--- src/rtl/mem_utils.sv ---
// Shared LSU memory-map definitions: timer register offsets, CTRL field layout,
// store-size encoding and byte-lane write helpers.
package mem_utils;

   localparam logic [4:0]  TMR_OFF_MTIME_LO = 5'h00;
   localparam logic [4:0]  TMR_OFF_MTIME_HI = 5'h04;
   localparam logic [4:0]  TMR_OFF_CMP_LO   = 5'h08;
   localparam logic [4:0]  TMR_OFF_CMP_HI   = 5'h0C;
   localparam logic [4:0]  TMR_OFF_CTRL     = 5'h10;
   localparam logic [4:0]  TMR_OFF_STATUS   = 5'h14;
   localparam logic [31:0] TMR_WINDOW_BYTES = 32'h0000_0020;

   localparam int CTRL_EN_BIT       = 0;
   localparam int CTRL_PRESCALE_LSB = 8;
   localparam int CTRL_PRESCALE_W   = 8;

   typedef enum logic [1:0] {
      SIZE_BYTE = 2'b00,
      SIZE_HALF = 2'b01,
      SIZE_WORD = 2'b10,
      SIZE_NONE = 2'b11
   } store_size_e;

   function automatic logic [3:0] lane_mask(input store_size_e size, input logic [1:0] byte_off);
      logic [3:0] mask;
      case (size)
         SIZE_BYTE: mask = 4'b0001 << byte_off;
         SIZE_HALF: mask = byte_off[1] ? 4'b1100 : 4'b0011;
         SIZE_WORD: mask = 4'b1111;
         default:   mask = 4'b0000;
      endcase
      return mask;
   endfunction

   // Store data arrives LSB-aligned; replicating it lets any masked lane pick it up.
   function automatic logic [31:0] lane_replicate(input store_size_e size, input logic [31:0] data);
      logic [31:0] rep;
      case (size)
         SIZE_BYTE: rep = {4{data[7:0]}};
         SIZE_HALF: rep = {2{data[15:0]}};
         default:   rep = data;
      endcase
      return rep;
   endfunction

   function automatic logic [31:0] lane_merge(input logic [31:0] old_word,
                                              input logic [31:0] new_word,
                                              input logic [3:0]  mask);
      logic [31:0] merged;
      merged = old_word;
      for (int i = 0; i < 4; i++) begin
         if (mask[i]) merged[8*i +: 8] = new_word[8*i +: 8];
      end
      return merged;
   endfunction

endpackage

--- src/rtl/mmio_timer.sv ---
// Memory-mapped 64-bit machine timer with compare interrupt on the LSU bus.
// Reading MTIME_LO snapshots the upper half so LO-then-HI reads stay coherent.
module mmio_timer
   import mem_utils::*;
#(
   parameter logic [31:0] BASE_ADDR = 32'h0000_0100
) (
   input  logic        clk,
   input  logic        rst,
   input  logic        write_en,
   input  logic        read_en,
   input  logic [31:0] addr,
   input  logic [1:0]  store_size,
   input  logic [31:0] write_data,
   output logic [31:0] read_data,
   output logic        timer_irq
);

   logic [63:0]                mtime_q, mtime_d;
   logic [63:0]                mtimecmp_q, mtimecmp_d;
   logic                       en_q, en_d;
   logic [CTRL_PRESCALE_W-1:0] prescale_q, prescale_d;
   logic [CTRL_PRESCALE_W-1:0] pre_cnt_q, pre_cnt_d;
   logic [31:0]                hi_shadow_q, hi_shadow_d;
   logic [31:0]                read_data_q, read_data_d;
   logic                       irq_q, irq_d;

   logic [31:0] offset;
   logic        in_window;
   logic        wr_hit;
   logic        rd_hit;
   logic [4:0]  reg_sel;
   logic [3:0]  wr_mask;
   logic [31:0] wr_rep;
   logic [31:0] ctrl_word;
   logic        irq_cond;

   assign offset    = addr - BASE_ADDR;
   assign in_window = offset < TMR_WINDOW_BYTES;
   assign reg_sel   = {offset[4:2], 2'b00};
   assign wr_mask   = lane_mask(store_size_e'(store_size), addr[1:0]);
   assign wr_rep    = lane_replicate(store_size_e'(store_size), write_data);
   assign wr_hit    = write_en && in_window && (wr_mask != 4'b0000);
   assign rd_hit    = read_en && in_window;
   assign irq_cond  = en_q && (mtime_q >= mtimecmp_q);

   always_comb begin
      ctrl_word = '0;
      ctrl_word[CTRL_EN_BIT] = en_q;
      ctrl_word[CTRL_PRESCALE_LSB +: CTRL_PRESCALE_W] = prescale_q;
   end

   always_comb begin
      mtime_d     = mtime_q;
      mtimecmp_d  = mtimecmp_q;
      en_d        = en_q;
      prescale_d  = prescale_q;
      pre_cnt_d   = pre_cnt_q;
      hi_shadow_d = hi_shadow_q;
      read_data_d = read_data_q;
      irq_d       = irq_cond;

      if (en_q) begin
         if (pre_cnt_q == prescale_q) begin
            pre_cnt_d = '0;
            mtime_d   = mtime_q + 64'd1;
         end else begin
            pre_cnt_d = pre_cnt_q + 1'b1;
         end
      end

      // A software write to either mtime half replaces that half outright and
      // leaves the other half as it was, so this cycle's increment is lost.
      if (wr_hit) begin
         case (reg_sel)
            TMR_OFF_MTIME_LO: mtime_d    = {mtime_q[63:32], lane_merge(mtime_q[31:0], wr_rep, wr_mask)};
            TMR_OFF_MTIME_HI: mtime_d    = {lane_merge(mtime_q[63:32], wr_rep, wr_mask), mtime_q[31:0]};
            TMR_OFF_CMP_LO:   mtimecmp_d = {mtimecmp_q[63:32], lane_merge(mtimecmp_q[31:0], wr_rep, wr_mask)};
            TMR_OFF_CMP_HI:   mtimecmp_d = {lane_merge(mtimecmp_q[63:32], wr_rep, wr_mask), mtimecmp_q[31:0]};
            TMR_OFF_CTRL: begin
               if (wr_mask[CTRL_EN_BIT / 8])       en_d       = wr_rep[CTRL_EN_BIT];
               if (wr_mask[CTRL_PRESCALE_LSB / 8]) prescale_d = wr_rep[CTRL_PRESCALE_LSB +: CTRL_PRESCALE_W];
               pre_cnt_d = '0;
            end
            default: ;
         endcase
      end

      if (rd_hit) begin
         case (reg_sel)
            TMR_OFF_MTIME_LO: begin
               read_data_d = mtime_q[31:0];
               hi_shadow_d = mtime_q[63:32];
            end
            TMR_OFF_MTIME_HI: read_data_d = hi_shadow_q;
            TMR_OFF_CMP_LO:   read_data_d = mtimecmp_q[31:0];
            TMR_OFF_CMP_HI:   read_data_d = mtimecmp_q[63:32];
            TMR_OFF_CTRL:     read_data_d = ctrl_word;
            TMR_OFF_STATUS:   read_data_d = {31'b0, irq_cond};
            default:          read_data_d = '0;
         endcase
      end
   end

   always_ff @(posedge clk) begin
      if (rst) begin
         mtime_q     <= '0;
         mtimecmp_q  <= '1;
         en_q        <= 1'b0;
         prescale_q  <= '0;
         pre_cnt_q   <= '0;
         hi_shadow_q <= '0;
         read_data_q <= '0;
         irq_q       <= 1'b0;
      end else begin
         mtime_q     <= mtime_d;
         mtimecmp_q  <= mtimecmp_d;
         en_q        <= en_d;
         prescale_q  <= prescale_d;
         pre_cnt_q   <= pre_cnt_d;
         hi_shadow_q <= hi_shadow_d;
         read_data_q <= read_data_d;
         irq_q       <= irq_d;
      end
   end

   assign read_data = read_data_q;
   assign timer_irq = irq_q;

endmodule

--- config.mk ---
export PLATFORM = sky130hd
export DESIGN_NAME = mmio_timer
export DESIGN_NICKNAME = d
export VERILOG_FILES = /design/src/rtl/mem_utils.sv /design/src/rtl/mmio_timer.sv
export SDC_FILE = /design/constraint.sdc
export NUM_CORES = 1
export LEC_CHECK = 0
export CAP_MARGIN = 20
export CORE_AREA = 4 4 174 176
export DETAILED_ROUTE_END_ITERATION = 12
export DIE_AREA = 0 0 178 180
export SYNTH_ARGS = -nofsm -noshare
export SYNTH_HDL_FRONTEND = slang
export SYNTH_SLANG_ARGS = --single-unit
--- constraint.sdc ---
create_clock -name clk -period 7.7 [get_ports clk]
set_clock_uncertainty 0.2 [all_clocks]
set_input_delay 0.77 -clock clk [delete_from_list [all_inputs] [get_ports clk]]
set_output_delay 0.77 -clock clk [all_outputs]
set_load 0.05 [all_outputs]
==> results of run 1 <==
-- where the power goes --
part | switching, mW | internal [mW]
clock | 0.503 | 0.774
combinational | 0.124 | 0.0631
sequential | 0.00000000204 | 1.09
-- synthesized netlist by cell type, types with 45 or more instances --
master      n  area share (%)
dfxtp_1   210              33
nand2_1   190             5.6
a21oi_1   118             4.6
inv_1     113             3.3
nor2_1     98             2.9
clkbuf_1   75             2.2
o211ai_1   69             4.0
ha_1       66             6.4
nand3_1    64             2.5
a22oi_1    63             3.7
nand4_1    45             2.2
-- cell type report --
| type | count | area, µm² |
|---|---|---|
| fill | 2756 | 13730 |
| multi-input combinational | 1153 | 7731 |
| sequential | 210 | 4204 |
| timing repair buffer | 125 | 1192 |
| clock buffer | 33 | 705.7 |
| tap | 384 | 480.5 |
| inverter | 113 | 424.2 |
| clock inverter | 11 | 160.2 |
-- layer usage --
layer / global-route usage [%] / part of all wire (%) / up-vias
li1: - / - / 6047
met1: 42.28 / 45 / 6195
met2: 42.58 / 42 / 690
met3: 5.042 / 9.2 / 127
met4: 10.33 / 4.0 / 0
met5: 0 / 0 / -
-- cells by family after synthesis --
group,after synthesis,synth area share [%]
AND/OR/NAND/NOR,523,19.70
flip-flops,210,32.75
multiplexers,50,4.104
adder cells (fa/ha/maj),66,6.433
buffers and inverters,233,7.398
AO/OA/AOI/OAI,496,28.38
XOR/XNOR,18,1.228
-- cells in the final DEF (no fill, tap or decap), drive strengths merged, types with 23 or more instances in the layout --
master	netlist	routed
nand2	190	190
buf	45	23
o211ai	69	69
clkdlybuf4s50	0	101
o21ai	37	37
o32ai	38	38
nor2	101	101
nand3	65	65
mux2i	38	38
a21oi	119	119
clkbuf	75	34
ha	66	66
dfxtp	210	210
inv	113	113
a311oi	29	29
a22oi	63	63
nand4	45	45
-- stage by stage --
| stage | hold slack (ns) | utilization (%) | std cells |
|---|---|---|---|
| after floorplan | 0.2331 | - | 1596 |
| after global placement | 0.2427 | 48.96 | 1983 |
| after detailed placement | 0.2471 | 49.00 | 1984 |
| after CTS | 0.2552 | 52.03 | 2028 |
| after global routing | 0.2819 | 52.05 | 2029 |
| final | 0.2554 | 52.05 | 2029 |
-- final timing paths --
| check | startpoint | endpoint | slack, ns | cells past startpoint |
|---|---|---|---|---|
| worst max-delay path | addr[8] | mtime_q[57] | 3.64 | 8 |
| worst min-delay path | hi_shadow_q[31] | hi_shadow_q[31] | 0.26 | 2 |
| worst max register to register | mtime_q[14] | mtime_q[44] | 4.48 | 7 |
| worst min register to register | hi_shadow_q[31] | hi_shadow_q[31] | 0.26 | 2 |
-- registers in the layout (all words and copies together) (netlist names) --
name         cells
prescale_q       8
en_q             1
mtimecmp_q      64
timer_irq        1
read_data       32
mtime_q         64
hi_shadow_q     32
pre_cnt_q        8
-- worst max-delay path, cell delays in order --
cell,delay [ns]
clkdlybuf4s50_1,0.49
nor4b_1,0.26
nand4_1,0.53
a211oi_4,0.37
buf_4,0.46
nand2_1,0.55
or4b_1,0.66
o211ai_1,0.18
==> key figures, run 1 <==
Outcome
  – Run status: finished, final reports clean

CTS
  – Clock root cell: clkbuf_16
  – Resized Gates After CTS: 0
  – CTS buffer count: 25
  – Setup bufs post-CTS: 0
  – Hold-fix buffers, CTS: 0
  – Clock-pin slew on the worst setup and hold paths: 0.07 ns
  – CTS tree: built
  – Htree depth: 1
  – Clk_lat worst skew: 0.54 ns
  – CTS sink cnt: 210
  – Clk buf depth: 3

Setup path
  – Type of origin of the critical path: input pin
  – CP Max Fanout: 40
  – CP Class: in -> reg
  – Worst Path Arrival: roughly 4.3 ns
  – Required time worst endpoint: 7.96 ns
  – Setup crit end kind: register

Synthesis
  – Ys Warns: 0
  – Gate Count Post-Synth: 1,596
  – Netlist cell types: 76
  – Sequential fraction of the synthesis area: 32.75%
  – Avg Cell Area, Syn: 8.043 µm²
  – Post-synth ARST share: 0%
  – Post-synth top flop: dfxtp_1
  – Syn nets: roughly 1,700
  – Post-synth EDFFs: 0
  – Mapped Area: 12,840 µm²
  – Synth Register Bits: 210

Cells and area
  – Antenna Cells: 0
  – Nets: approximately 1,800
  – Final std cell area, no fill: 14,900 µm²
  – Share of post-route cells with drive strength above 1: between 6 and 7%
  – Synth-to-Final Area Change: 16.06%

Run
  – Max Cap Viol: 0

Die
  – Starting Density: ~45%
  – Die Ht: 180 µm
  – # rows: between 60 and 70
  – Ports: between 100 and 150
  – Die area: approximately 32,000 µm²
  – Die width: 178 µm
  – Core ar.: ~29,000 µm²

Timing
  – Worst setup margin: 3.640 ns
  – Worst-margin pin slew: 1.091 ns
  – Final Max Tran Viols: 0
  – Final hold viol count: 0
  – Max Freq: 246.3 MHz
  – Setup violators final: 0
  – Max_slew headroom: around a quarter
  – Unrepaired setup endpoints after global routing: false
  – Tcrit/Tclk final: 52.73%
  – Final TNS setup: 0 ns
  – Crit path time final: 4.060 ns

Routing
  – DR iter-0 viols: 1,598
  – Routed wire length: approximately 48,000 µm
  – Via count: 13,060
  – Drt pass-1 iters: 6
  – Routed Antenna Nets: 0
  – # DRC: 0
  – Wirelength per Cell: roughly 24 µm
  – DR vias/cell: around 6.4

Global route
  – GR Overflow Total: 0
  – First-pass GRT wire length: 73,570 µm
  – Tot GR Track Use: roughly 29%
  – Vias in the first global route: between 10,000 and 15,000
  – Largest net degree at the start of global routing: 69
  – Initial antenna violation count: 0

Placed design
  – GP Congestion: ~0.93
  – Setup WS pre-CTS: approximately 3.2 ns
  – Port Buffer Count: 102
  – Placed instance area: 14,030 µm²
  – Post-DP HPWL: 32,530 µm

Pwr
  – VDD IR max: 172.1 µV
  – Final Power: approximately 2.6 mW
  – P per Cell Area: 171.2 nW/µm²
  – Leak: 6.005 nW

Worst hold path
  – Worst hold path class: reg -> reg
No activity file was read; power rests on OpenSTA's default activity.
==> run 2, diff against run 1 <==
==> constraint.sdc (replaced) <==
create_clock -name clk -period 4.1 [get_ports clk]
set_clock_uncertainty 0.2 [all_clocks]
set_input_delay 0.41 -clock clk [delete_from_list [all_inputs] [get_ports clk]]
set_output_delay 0.41 -clock clk [all_outputs]
set_load 0.05 [all_outputs]
==> key figures, run 2 (same netlist as run 1, synthesis figures left out) <==
Die
  – Ports: 103 (unchanged)
  – Core ar.: 28,630 µm² (unchanged)
  – Starting Density: 44.84% (unchanged)
  – Die width: 178 µm (unchanged)
  – Die Ht: 180 µm (unchanged)
  – # rows: 62 (unchanged)
  – Die area: 32,040 µm² (unchanged)

Setup path
  – Worst Path Arrival: 3.28 ns (-1.04 ns)
  – Required time worst endpoint: 4.31 ns (-3.65 ns)
  – CP Max Fanout: 32 (-20%)
  – Worst path most repeated cell: nand4_1
  – Slowest Stage Delay on Critical Path: 0.57 ns (-0.09 ns)
  – CP Class: reg -> reg
  – Crit-path leading delay family: simple AND/OR/NAND/NOR gates
  – Critical path cell sequence: nand4_1 -> or4_1 -> nor4_4 -> buf_4 -> nand4_1 -> o32a_1 -> o311ai_0
  – Type of origin of the critical path: register
  – Slowest CP cell: or4_1
  – Buf/Inv on CP: 1 (-1)
  – Setup crit end kind: register

Pwr
  – Psw: 1.125 mW (+79%)
  – Clk network pwr share: 46.9% (-3.2 points)
  – Sw Share: 24.84% (+0.26 points)
  – Seq pwr share: 45.1% (+2.5 points)
  – Final Power: 4.528 mW (+78%)
  – P per Cell Area: 299.7 nW/µm² (+75%)
  – VDD IR max: 324.0 µV (+88%)
  – Leak: 6.145 nW (+2.3%)
  – Internal power: 3.403 mW (+77%)
  – Share of total power in combinational logic: 8.1% (+0.8 points)

Placed design
  – GP Congestion: 0.9379 (+1.1%)
  – Setup WS pre-CTS: 0.6974 ns (-2.465 ns)
  – Port Buffer Count: 102 (unchanged)
  – Post-DP HPWL: 34,030 µm (+4.6%)
  – Inst Count DP: 2,021 (+1.9%)

Timing
  – Crit path time final: between 3 and 4 ns
  – Final TNS setup: 0 ns (unchanged)
  – Unrepaired setup endpoints after global routing: false
  – Final Max Tran Viols: 0 (unchanged)
  – Tcrit/Tclk final: about 75%
  – Setup violators final: 0 (unchanged)
  – Max_slew headroom: 24.13% (-1.1 points)
  – Final hold viol count: 0 (unchanged)
  – Worst setup margin: 1.028 ns (-2.612 ns)
  – Hold_ws: 0.1536 ns (-0.1018 ns)
  – Max Freq: 325.5 MHz
  – Worst-margin pin slew: 1.138 ns (+0.04740 ns)

Cells and area
  – Biggest registers after layout: mtime_q x64, mtimecmp_q x64
  – Fill count: 2,707 (-1.8%)
  – FF/Latch Area: 4204 µm² (unchanged)
  – Area of the multi-input gates: 7729 µm² (about the same)
  – Share of post-route cells with drive strength above 1: 8.179% (+1.6 points)
  – Most frequent cells in the layout: dfxtp_1 (210), nand2_1 (189), a21oi_1 (118), inv_1 (112), clkdlybuf4s50_1 (101)
  – Final cell count without fillers: 2,059 (+1.5%)
  – Antenna Cells: 0 (unchanged)
  – Synth-to-Final Area Change: 17.72%
  – Nets: 1,800 (+2.0%)
  – Commonest non-fill, non-tap cell in the layout: dfxtp_1

Routing
  – Drt pass-1 iters: 6 (unchanged)
  – Wirelength per Cell: 23.54 µm (-0.88%)
  – Via count: 13,220 (+1.2%)
  – Routed wire length: 48,470 µm (+0.59%)
  – DR iter-0 viols: 1,320 (-17%)
  – # DRC: 0 (unchanged)
  – DR vias/cell: 6.419 (-0.27%)
  – Routed Antenna Nets: 0 (unchanged)

Global route
  – Tot GR Track Use: 29.43% (+0.51 points)
  – First-pass GRT wire length: 74,710 µm (+1.5%)
  – Vias in the first global route: 12,650 (+2.3%)
  – Initial antenna violation count: 1 (+1)
  – GR Overflow Total: 0 (unchanged)
  – Largest net degree at the start of global routing: 87 (+26%)

CTS
  – Hold-fix buffers, CTS: 0 (unchanged)
  – Resized Gates After CTS: 0 (unchanged)
  – Htree depth: 1 (unchanged)
  – Clock root cell: clkbuf_16
  – Clock-pin slew on the worst setup and hold paths: 0.06 ns (about the same)
  – CTS tree: built
  – Clk buf depth: 3 (unchanged)
  – Clk_lat worst skew: 0.53 ns (about the same)
  – Setup bufs post-CTS: 0 (unchanged)
  – CTS buffer count: 25 (unchanged)
  – CTS sink cnt: 210 (unchanged)

Outcome
  – Run status: finished, final reports clean

Run
  – Max Cap Viol: 0 (unchanged)

Worst hold path
  – Worst hold path class: in -> reg
[run 2: changes by cell type in the layout (fill, tap and decap cells not counted), sizes merged]
| cell | change |
|---|---|
| buf | +37 |
| bufinv | -3 |
| clkbuf | -2 |
| clkinv | -1 |
| clkinvlp | -1 |
[run 2: cell type report]
| cell class | count | area share [%] |
|---|---|---|
| clock buffers | 32 | 4.579 |
| clock inverters | 6 | 0.3809 |
| inverters | 113 | 2.807 |
| multi-input cells | 1153 | 51.15 |
| flip-flops and latches | 210 | 27.82 |
| well taps | 384 | 3.180 |
| repair buffers | 161 | 10.09 |
[run 2: final timing paths]
kind                   start              end  slack, ns  cells after the start
min                      rst             en_q       0.15                      2
max               mtime_q[6]      mtime_q[63]       1.03                      7
min reg2reg  hi_shadow_q[27]  hi_shadow_q[27]       0.25                      2
max reg2reg       mtime_q[6]      mtime_q[63]       1.03                      7
[run 2: layer usage]
layer	vias to the layer above	GRT usage [%]	routed length, µm
li1	6115	-	-
met1	6244	41.67	20520
met2	706	43.63	20770
met3	149	5.420	4748
met4	2	12.72	2416
met5	-	0	17
[run 2: power groups by stage]
stage | Combinational, mW | Clock [mW] | Sequential (mW)
floorplan | 0.161 | 0 | 2.09
global placement | 0.357 | 0 | 2.09
detailed placement | 0.356 | 0 | 2.09
CTS | 0.357 | 2.14 | 2.04
global route | 0.379 | 2.22 | 2.04
finish | 0.366 | 2.12 | 2.04
[run 2: through the flow]
stage | util (%) | instance area, µm²
after floorplan | - | 12840
after global placement | 50.17 | 14360
after detailed placement | 50.17 | 14360
after CTS | 52.79 | 15110
after global routing | 52.79 | 15110
final | 52.79 | 15110
